**src/rtl/reset_seq_gen_if.sv**
```systemverilog
// Reset-sequencer handshake bundle: software request/ack plus sequenced reset and status outputs.
interface reset_seq_gen_if #(
    parameter int unsigned NUM_OUT = 4
);
    logic               req_i;
    logic               req_ack_o;
    logic [NUM_OUT-1:0] rst_o;
    logic               busy_o;
    logic               done_o;

    modport master (
        output req_i,
        input  req_ack_o, rst_o, busy_o, done_o
    );

    modport slave (
        input  req_i,
        output req_ack_o, rst_o, busy_o, done_o
    );
endinterface

```
**src/rtl/reset_seq_gen.sv**
```systemverilog
// Reset sequence generator: assert all outputs, hold, then release one per step in index order.
// Optional watchdog auto-request enabled by defining RESET_SEQ_GEN_WDT_EN.
module reset_seq_gen #(
    parameter int unsigned NUM_OUT       = 4,
    parameter int unsigned HOLD_CYC      = 16,
    parameter int unsigned STEP_CYC      = 8,
    parameter logic        O_RESET_LEVEL = 1'b0
`ifdef RESET_SEQ_GEN_WDT_EN
    ,
    parameter int unsigned WDT_CYC       = 1024
`endif
) (
    input  logic              clk,
    input  logic              rst_n,
`ifdef RESET_SEQ_GEN_WDT_EN
    input  logic              wdt_kick_i,
    output logic              wdt_fired_o,
`endif
    reset_seq_gen_if.slave    bus
);
    localparam int unsigned CNT_MAX = (HOLD_CYC > STEP_CYC) ? HOLD_CYC : STEP_CYC;
    localparam int unsigned CW      = (CNT_MAX > 1) ? $clog2(CNT_MAX) : 1;
    localparam int unsigned IW      = (NUM_OUT > 1) ? $clog2(NUM_OUT) : 1;

    localparam logic [CW-1:0] HOLD_LAST = CW'(HOLD_CYC - 1);
    localparam logic [CW-1:0] STEP_LAST = CW'(STEP_CYC - 1);
    localparam logic [IW-1:0] IDX_LAST  = IW'(NUM_OUT - 1);
    localparam logic [NUM_OUT-1:0] ALL_ASSERTED = {NUM_OUT{O_RESET_LEVEL}};

    typedef enum logic [1:0] {S_HOLD, S_RELEASE, S_IDLE} state_e;

    state_e             state_q, state_d;
    logic [CW-1:0]      cnt_q, cnt_d;
    logic [IW-1:0]      idx_q, idx_d;
    logic [NUM_OUT-1:0] rst_q, rst_d;
    logic               ack_q, ack_d;
    logic               done_q, done_d;
    logic               busy_q, busy_d;
    logic               req;

`ifdef RESET_SEQ_GEN_WDT_EN
    localparam int unsigned WW = (WDT_CYC > 1) ? $clog2(WDT_CYC) : 1;
    localparam logic [WW-1:0] WDT_LAST = WW'(WDT_CYC - 1);

    logic [WW-1:0] wdt_cnt_q, wdt_cnt_d;
    logic          wdt_fired_q, wdt_fired_d;
    logic          wdt_req;

    assign wdt_req = (state_q == S_IDLE) && !wdt_kick_i && (wdt_cnt_q == WDT_LAST);
    assign req     = bus.req_i | wdt_req;

    always_comb begin
        wdt_cnt_d   = '0;
        wdt_fired_d = wdt_fired_q | wdt_req;
        if (state_q == S_IDLE && !wdt_kick_i && !wdt_req)
            wdt_cnt_d = wdt_cnt_q + WW'(1);
    end

    always_ff @(posedge clk or negedge rst_n) begin
        if (!rst_n) begin
            wdt_cnt_q   <= '0;
            wdt_fired_q <= 1'b0;
        end else begin
            wdt_cnt_q   <= wdt_cnt_d;
            wdt_fired_q <= wdt_fired_d;
        end
    end

    assign wdt_fired_o = wdt_fired_q;
`else
    assign req = bus.req_i;
`endif

    always_comb begin
        state_d = state_q;
        cnt_d   = cnt_q;
        idx_d   = idx_q;
        rst_d   = rst_q;
        ack_d   = 1'b0;
        done_d  = 1'b0;
        busy_d  = busy_q;
        unique case (state_q)
            S_HOLD: begin
                // A request here only restarts the hold window; no ack.
                if (req) begin
                    cnt_d = '0;
                end else if (cnt_q == HOLD_LAST) begin
                    rst_d[0] = ~O_RESET_LEVEL;
                    cnt_d    = '0;
                    if (NUM_OUT == 1) begin
                        state_d = S_IDLE;
                        done_d  = 1'b1;
                        busy_d  = 1'b0;
                    end else begin
                        idx_d   = IW'(1);
                        state_d = S_RELEASE;
                    end
                end else begin
                    cnt_d = cnt_q + CW'(1);
                end
            end
            S_RELEASE, S_IDLE: begin
                if (req) begin
                    state_d = S_HOLD;
                    cnt_d   = '0;
                    idx_d   = '0;
                    rst_d   = ALL_ASSERTED;
                    ack_d   = 1'b1;
                    busy_d  = 1'b1;
                end else if (state_q == S_RELEASE) begin
                    if (cnt_q == STEP_LAST) begin
                        rst_d[idx_q] = ~O_RESET_LEVEL;
                        cnt_d        = '0;
                        idx_d        = idx_q + IW'(1);
                        if (idx_q == IDX_LAST) begin
                            state_d = S_IDLE;
                            done_d  = 1'b1;
                            busy_d  = 1'b0;
                        end
                    end else begin
                        cnt_d = cnt_q + CW'(1);
                    end
                end
            end
            default: state_d = S_HOLD;
        endcase
    end

    always_ff @(posedge clk or negedge rst_n) begin
        if (!rst_n) begin
            state_q <= S_HOLD;
            cnt_q   <= '0;
            idx_q   <= '0;
            rst_q   <= ALL_ASSERTED;
            ack_q   <= 1'b0;
            done_q  <= 1'b0;
            busy_q  <= 1'b1;
        end else begin
            state_q <= state_d;
            cnt_q   <= cnt_d;
            idx_q   <= idx_d;
            rst_q   <= rst_d;
            ack_q   <= ack_d;
            done_q  <= done_d;
            busy_q  <= busy_d;
        end
    end

    assign bus.rst_o     = rst_q;
    assign bus.req_ack_o = ack_q;
    assign bus.done_o    = done_q;
    assign bus.busy_o    = busy_q;
endmodule

```
**src/flat_wrapper.sv**
```systemverilog
// flat-port wrapper written by rule: the top's interface ports become plain ports
module reset_seq_gen_flat 
#(
    parameter int unsigned NUM_OUT       = 4,
    parameter int unsigned HOLD_CYC      = 16,
    parameter int unsigned STEP_CYC      = 8,
    parameter logic        O_RESET_LEVEL = 1'b0

)
  (clk, rst_n, bus_req_i, bus_req_ack_o, bus_rst_o, bus_busy_o, bus_done_o);
  reset_seq_gen_if #(.NUM_OUT(NUM_OUT)) bus_i ();
  input  logic clk;
  input  logic rst_n;
  input wire logic [$bits(bus_i.req_i)-1:0] bus_req_i;
  output wire logic [$bits(bus_i.req_ack_o)-1:0] bus_req_ack_o;
  output wire logic [$bits(bus_i.rst_o)-1:0] bus_rst_o;
  output wire logic [$bits(bus_i.busy_o)-1:0] bus_busy_o;
  output wire logic [$bits(bus_i.done_o)-1:0] bus_done_o;
  assign bus_i.req_i = bus_req_i;
  assign bus_req_ack_o = bus_i.req_ack_o;
  assign bus_rst_o = bus_i.rst_o;
  assign bus_busy_o = bus_i.busy_o;
  assign bus_done_o = bus_i.done_o;
  reset_seq_gen #(.NUM_OUT(NUM_OUT), .HOLD_CYC(HOLD_CYC), .STEP_CYC(STEP_CYC), .O_RESET_LEVEL(O_RESET_LEVEL)) u_core (.clk(clk), .rst_n(rst_n), .bus(bus_i));
endmodule
```
**config.mk**
```make
export PLATFORM = sky130hd
export DESIGN_NAME = reset_seq_gen_flat
export DESIGN_NICKNAME = d
export VERILOG_FILES = /design/src/rtl/reset_seq_gen_if.sv /design/src/rtl/reset_seq_gen.sv /design/src/flat_wrapper.sv
export SDC_FILE = /design/constraint.sdc
export NUM_CORES = 1
export LEC_CHECK = 0
export CORE_UTILIZATION = 53
export CTS_CLUSTER_DIAMETER = 80
export CTS_CLUSTER_SIZE = 28
export DETAILED_ROUTE_END_ITERATION = 12
export GPL_TIMING_DRIVEN = 0
export PLACE_DENSITY = 0.76
export SYNTH_ARGS = -nofsm -noshare
export SYNTH_HDL_FRONTEND = slang
export SYNTH_SLANG_ARGS = --single-unit
```
**constraint.sdc**
```tcl
create_clock -name clk -period 2.2 [get_ports clk]
set_clock_uncertainty 0.15 [all_clocks]
set_input_delay 0.55 -clock clk [delete_from_list [all_inputs] [get_ports clk]]
set_output_delay 0.55 -clock clk [all_outputs]
set_load 0.005 [all_outputs]
```
==> results of run 1 <==
[tightest hold or removal path, stage by stage (launching register included)]
cell and delay [ns]:
dfrtp_1 0.35, a21oi_1 0.04, nor2_1 0.07
[final cells by class]
cell class | instances | area, sq um | area share (%)
multi-input cells | 62 | 441.7 | 44.80
repair buffers | 9 | 90.09 | 9.137
flip-flops and latches | 15 | 376.6 | 38.20
well taps | 16 | 20.02 | 2.030
inverters | 8 | 30.03 | 3.046
clock buffers | 3 | 22.52 | 2.284
clock inverters | 1 | 5.005 | 0.5076
[cells in the final DEF (no fill, tap or decap), types with 3 or more instances in the layout]
cell type / count
inv_1: 8
clkbuf_4: 3
dfrtp_1: 14
nand2_1: 10
nand3_1: 4
ha_1: 9
nor2_1: 8
o21ai_1: 5
clkdlybuf4s50_1: 9
a21oi_1: 3
[through the flow]
step	setup slack [ns]	cells	hold slack, ns	power (mW)	TNS [ns]
final	0.1777	114	0.3486	1.124	0
after global routing	0.1376	114	0.3784	1.210	0
after CTS	0.1659	114	0.3548	1.131	0
after detailed placement	-0.06682	110	0.3304	0.9672	-0.1298
after global placement	-0.04240	110	0.3264	0.9469	-0.07051
after floorplan	0.4111	85	0.1044	0.8248	0
[flip-flops by register name (all words and copies together), names as in the netlist]
| name | flops |
|---|---|
| u_core.idx_q | 2 |
| u_core.bus.rst_o | 4 |
| u_core.bus.done_o | 1 |
| u_core.bus.req_ack_o | 1 |
| u_core.bus.busy_o | 1 |
| u_core.cnt_q | 4 |
| u_core.state_q | 2 |
[worst paths after layout]
kind	start	endpoint	slack (ns)	cells after the start
worst max register to register	u_core.state_q[0]	u_core.idx_q[0]	0.28	6
min in group asynchronous	rst_n	u_core.cnt_q[2]	0.51	1
worst max-delay path	u_core.bus.busy_o	bus_busy_o	0.18	1
max in group asynchronous	rst_n	u_core.idx_q[1]	0.95	1
worst min register to register	u_core.bus.rst_o[2]	u_core.bus.rst_o[2]	0.35	2
worst min-delay path	u_core.bus.rst_o[2]	u_core.bus.rst_o[2]	0.35	2
[power breakdown]
| group | leakage [nW] | switching (mW) | internal (mW) |
|---|---|---|---|
| logic | 0.273 | 0.304 | 0.254 |
| registers | 0.194 | 0.0642 | 0.345 |
| clock network | 0.0177 | 0.0896 | 0.0677 |
[cell families after synthesis]
family	count (synthesis)	synth area share, %
adders and majority gates	9	13.27
muxes	3	4.277
buffers and inverters	8	3.540
DFF	15	44.40
AOI/OAI and AO/OA	19	15.63
and+or+nand+nor	30	17.85
xor gates and xnor gates	1	1.033
[per-layer routing]
| layer | vias to the layer above | routed length, um | track usage, % |
|---|---|---|---|
| met2 | 13 | 686 | 31.87 |
| li1 | 317 | - | - |
| met1 | 320 | 757 | 25.42 |
| met3 | 4 | 69 | 7.759 |
| met4 | 0 | 16 | 5.806 |
| met5 | - | 0 | 0 |
==> flow_metrics.py, run 1 <==
metrics = {
    "worst_setup_path": {
        "slowest_stage": "dfstp_2",
        "cp-end-kind": "output pin",
        "criticalPathCategory": "reg2out",
        "cp_max_fo": 2,
        "cp-start-kind": "register",
        "critPathMaxStageDelay_ns": 0.54,
        "critical_path_arrival_ns": 1.32,
        "cp_top_family": "flip-flops",
        "path_cells": "clkdlybuf4s50_1",
        "cp.required_ns": 1.50,
        "cp_num_buf_inv": 1,
    },
    "sta": {
        "fmax_mhz": 494.5,
        "tightest_slew_ns": 0.6738,
        "setup_violations": 0,
        "hold_violations": 0,
        "fin_crit_ns": 2.022,
        "period_share_pct": 91.92,
        "maxSlewViolCount": 0,
        "rsz0062_at_grt": "no",
        "maxSlewHeadroom_pct": 54.94,
    },
    "cells_and_area": {
        "nNetsFinal": 111,
        "drive_gt1_share_pct": 12.24,
        "final_area_sq_um": 985.9,
        "fin_util_pct": 65.45,
        "syn2layout_area_growth_pct": 16.22,
        "fillers": 126,
        "n_antenna_cell": 0,
    },
    "placed_design": {
        "place_hpwl_um": 1101,
        "routabilityCongestion": 0.7688,
        "placed_area_sq_um": 958.4,
        "port_buffers": 9,
    },
    "synthesis": {
        "synth_nets": 97,
        "synth_cell_type_count": 30,
        "synth_top_cell_by_area": "dfrtp_1",
        "ys_ff_latch": 15,
        "synthTopCellsByCount": "dfrtp_1, nand2_1, ha_1, inv_1, nor2_1",
        "synthCells": 85,
        "synthArstFlopShare_pct": 100.0,
        "ys_seq_area_share_pct": 44.40,
        "yosys_warnings": 0,
        "syn-cell-area_sq_um": 848.3,
        "synth_top_area_share_pct": 41.30,
        "syn-mean-instance-area_sq_um": 9.980,
        "synth_edf_count": 0,
        "synthTopCellsByArea": "dfrtp_1, ha_1, nand2_1",
        "yosys_most_used_dff": "dfrtp_1",
        "yosys.cell_count.top_type": "dfrtp_1",
    },
    "clock_tree": {
        "hold_buffers": 0,
        "cts_tree": "yes",
        "clock-sinks": 15,
        "cts_root_buf": "clkbuf_4",
        "post_cts_buffers": 0,
        "ctsResizeCount": 0,
        "cts-htree-levels": 1,
        "cts_made_buffers": 3,
        "clock_latency_ns": 0.29,
        "max-clock-path-buffers": 2,
        "path_clk_slew_ns": 0.09,
    },
    "floorplanning": {
        "initial_utilization_pct": 56.31,
        "fp.dieArea_sq_um": 1764,
        "rows": 14,
        "die_h_um": 42.01,
        "io_pins": 10,
        "die_w_um": 42.01,
        "coreArea_sq_um": 1506,
    },
    "detailed_routing": {
        "antenna_left": 0,
        "dr.pass1.iters": 4,
        "wirelength_um": 1530,
        "drc": 0,
        "viasPerCell": 5.737,
        "drtIter0Drc": 10,
        "wl_per_cell_um": 13.42,
        "vias": 654,
    },
    "global_routing": {
        "grt_pass1_vias": 610,
        "grt_max_degree": 16,
        "overflow": 0,
        "track_usage_pct": 20.07,
        "grt_antenna_before_repair": 0,
        "grt_pass1_wl_um": 2656,
    },
    "power_and_ir_drop": {
        "ir_drop_mv": 0.6286,
        "p_per_area_nw_per_um2": 1140,
        "p_leak_nw": 0.4847,
    },
    "min_path": {
        "min_path_type": "reg2reg",
    },
    "run": {
        "drv_cap": 0,
    },
    "outcome": {
        "status": "finished, final reports clean",
    },
}
No activity file was read; power rests on OpenSTA's default activity.
==> run 2, diff against run 1 <==
CAP_MARGIN = 0   (was not set)
==> results of run 2 <==
The final DEF is identical to that of run 1; final timing and power are the same.
==> run 3, diff against run 2 <==
CORE_UTILIZATION = 57   (was 53)
PLACE_DENSITY = 0.81   (was 0.76)
clock period = 2.6 ns   (was 2.2 ns; I/O delays follow)
==> run 3 against run 2 <==
  * First-iteration DRC count down 40%
  * Design area fell by 0.13%
  * Register-to-register slack gained 0.37 ns
  * Critical endpoint unchanged
  * Largest cell class unchanged
==> flow_metrics.py, run 3 (same netlist as run 1, synthesis figures left out) <==
metrics = {
    "detailed_routing": {
        "wirelength_um": 1408,
        "vias": 610,
        "drc": 0,
        "drtIter0Drc": 6,
        "wl_per_cell_um": 12.46,
        "dr.pass1.iters": 3,
        "antenna_left": 0,
        "viasPerCell": 5.398,
    },
    "power_and_ir_drop": {
        "p_sw_share_pct": 40.30,
        "p_comb_share_pct": 49.5,
        "p_per_area_nw_per_um2": 957.8,
        "clock_power_share_pct": 13.7,
        "seqPwrFrac_pct": 36.8,
        "p_leak_nw": 0.4847,
        "p_int_mw": 0.5630,
        "power_switching_mw": 0.3801,
        "ir_drop_mv": 0.4807,
    },
    "sta": {
        "maxSlewViolCount": 0,
        "fin_tns_setup_ns": 0,
        "rsz0062_at_grt": "no",
        "setup_violations": 0,
        "tightest_slew_ns": 0.6373,
        "fmax_mhz": 476.4,
        "maxSlewHeadroom_pct": 57.38,
        "period_share_pct": 80.73,
        "fin_crit_ns": 2.099,
        "setup_ws_ns": 0.5010,
        "hold_violations": 0,
    },
    "worst_setup_path": {
        "cp-end-kind": "output pin",
        "criticalPathCategory": "reg2out",
        "r2r_slack_ns": 0.65,
        "cp_top_family": "flip-flops",
        "cp_num_buf_inv": 1,
        "cp.required_ns": 1.80,
        "path_cells": "clkdlybuf4s50_1",
        "cp_max_fo": 2,
        "slowest_stage": "dfstp_2",
        "cp-start-kind": "register",
        "critPathMaxStageDelay_ns": 0.54,
        "critical_path_arrival_ns": 1.30,
    },
    "clock_tree": {
        "cts_root_buf": "clkbuf_4",
        "cts_made_buffers": 3,
        "post_cts_buffers": 0,
        "path_clk_slew_ns": 0.09,
        "cts-htree-levels": 1,
        "cts_tree": "yes",
        "clock-sinks": 15,
        "max-clock-path-buffers": 2,
        "clock_latency_ns": 0.27,
        "hold_buffers": 0,
        "ctsResizeCount": 0,
    },
    "placed_design": {
        "port_buffers": 9,
        "routabilityCongestion": 0.8053,
        "place_hpwl_um": 1078,
        "dp_worst_setup_slack_ns": 0.2381,
    },
    "floorplanning": {
        "fp.dieArea_sq_um": 1647,
        "initial_utilization_pct": 62.84,
        "io_pins": 10,
        "die_h_um": 40.58,
        "rows": 13,
        "die_w_um": 40.58,
        "coreArea_sq_um": 1350,
    },
    "cells_and_area": {
        "multi_input_area_sq_um": 441.7,
        "drive_gt1_share_pct": 12.24,
        "n_antenna_cell": 0,
        "fillers": 104,
        "layout_commonest_cell": "dfrtp_1",
        "seqCellArea_sq_um": 376.6,
        "layout_common_cells": "dfrtp_1, nand2_1, ha_1, clkdlybuf4s50_1",
        "syn2layout_area_growth_pct": 16.08,
        "nNetsFinal": 111,
    },
    "global_routing": {
        "track_usage_pct": 21.56,
        "overflow": 0,
        "grt_pass1_wl_um": 2283,
        "grt_max_degree": 16,
        "grt_pass1_vias": 524,
        "grt_antenna_before_repair": 0,
    },
    "outcome": {
        "status": "finished, final reports clean",
    },
    "min_path": {
        "min_path_type": "reg2reg",
    },
    "run": {
        "drv_cap": 0,
    },
}
[run 3: cell counts in the layout (fill, tap and decap cells not counted)]
No cell type changed its count.
[run 3: metal layers]
layer / track usage, % / vias to the layer above / wire length [um]
li1: - / 317 / -
met1: 27.70 / 285 / 721
met2: 34.92 / 6 / 641
met3: 5.000 / 2 / 32
met4: 7.500 / 0 / 13
met5: 0 / - / 0
[run 3: through the flow]
step                area (sq um)  total power, mW  util, %  cells  hold slack (ns)
floorplan                  848.3           0.6979        -     85           0.2044
global placement           957.2           0.8023    70.90    109           0.3284
detailed placement         957.2           0.8153    70.90    109           0.3368
CTS                        984.7           0.9488    72.94    113           0.3585
global route               984.7            1.031    72.94    113           0.3891
finish                     984.7           0.9431    72.94    113           0.3519
[run 3: power by group through the flow]
stage	clock network [mW]	logic [mW]	registers, mW
6_report	0.129	0.466	0.347
3_3_place_gp	0	0.453	0.349
5_1_grt	0.148	0.524	0.360
4_1_cts	0.135	0.466	0.348
3_5_place_dp	0	0.462	0.353
2_1_floorplan	0	0.356	0.341
[run 3: final timing paths]
check / startpoint / endpoint / cells after the start
hold / removal: u_core.bus.rst_o[2] / u_core.bus.rst_o[2] / 2
hold reg to reg: u_core.bus.rst_o[2] / u_core.bus.rst_o[2] / 2
max in group asynchronous: rst_n / u_core.bus.rst_o[2] / 1
min in group asynchronous: rst_n / u_core.state_q[0] / 1
setup reg to reg: u_core.state_q[0] / u_core.idx_q[0] / 6
setup / recovery: u_core.bus.busy_o / bus_busy_o / 1
[run 3: worst min-delay path, stage by stage, from the launching register on]
cell,delay [ns]
dfrtp_1,0.35
a21oi_1,0.04
nor2_1,0.07
[run 3: layout make-up]
cell class                      count  share of cell area [%]
Tap cell                           15                   1.906
Multi-Input combinational cell     62                   44.85
Inverter                            8                   3.050
Clock inverter                      1                  0.5083
Clock buffer                        3                   2.287
Sequential cell                    15                   38.25
Timing Repair Buffer                9                   9.149
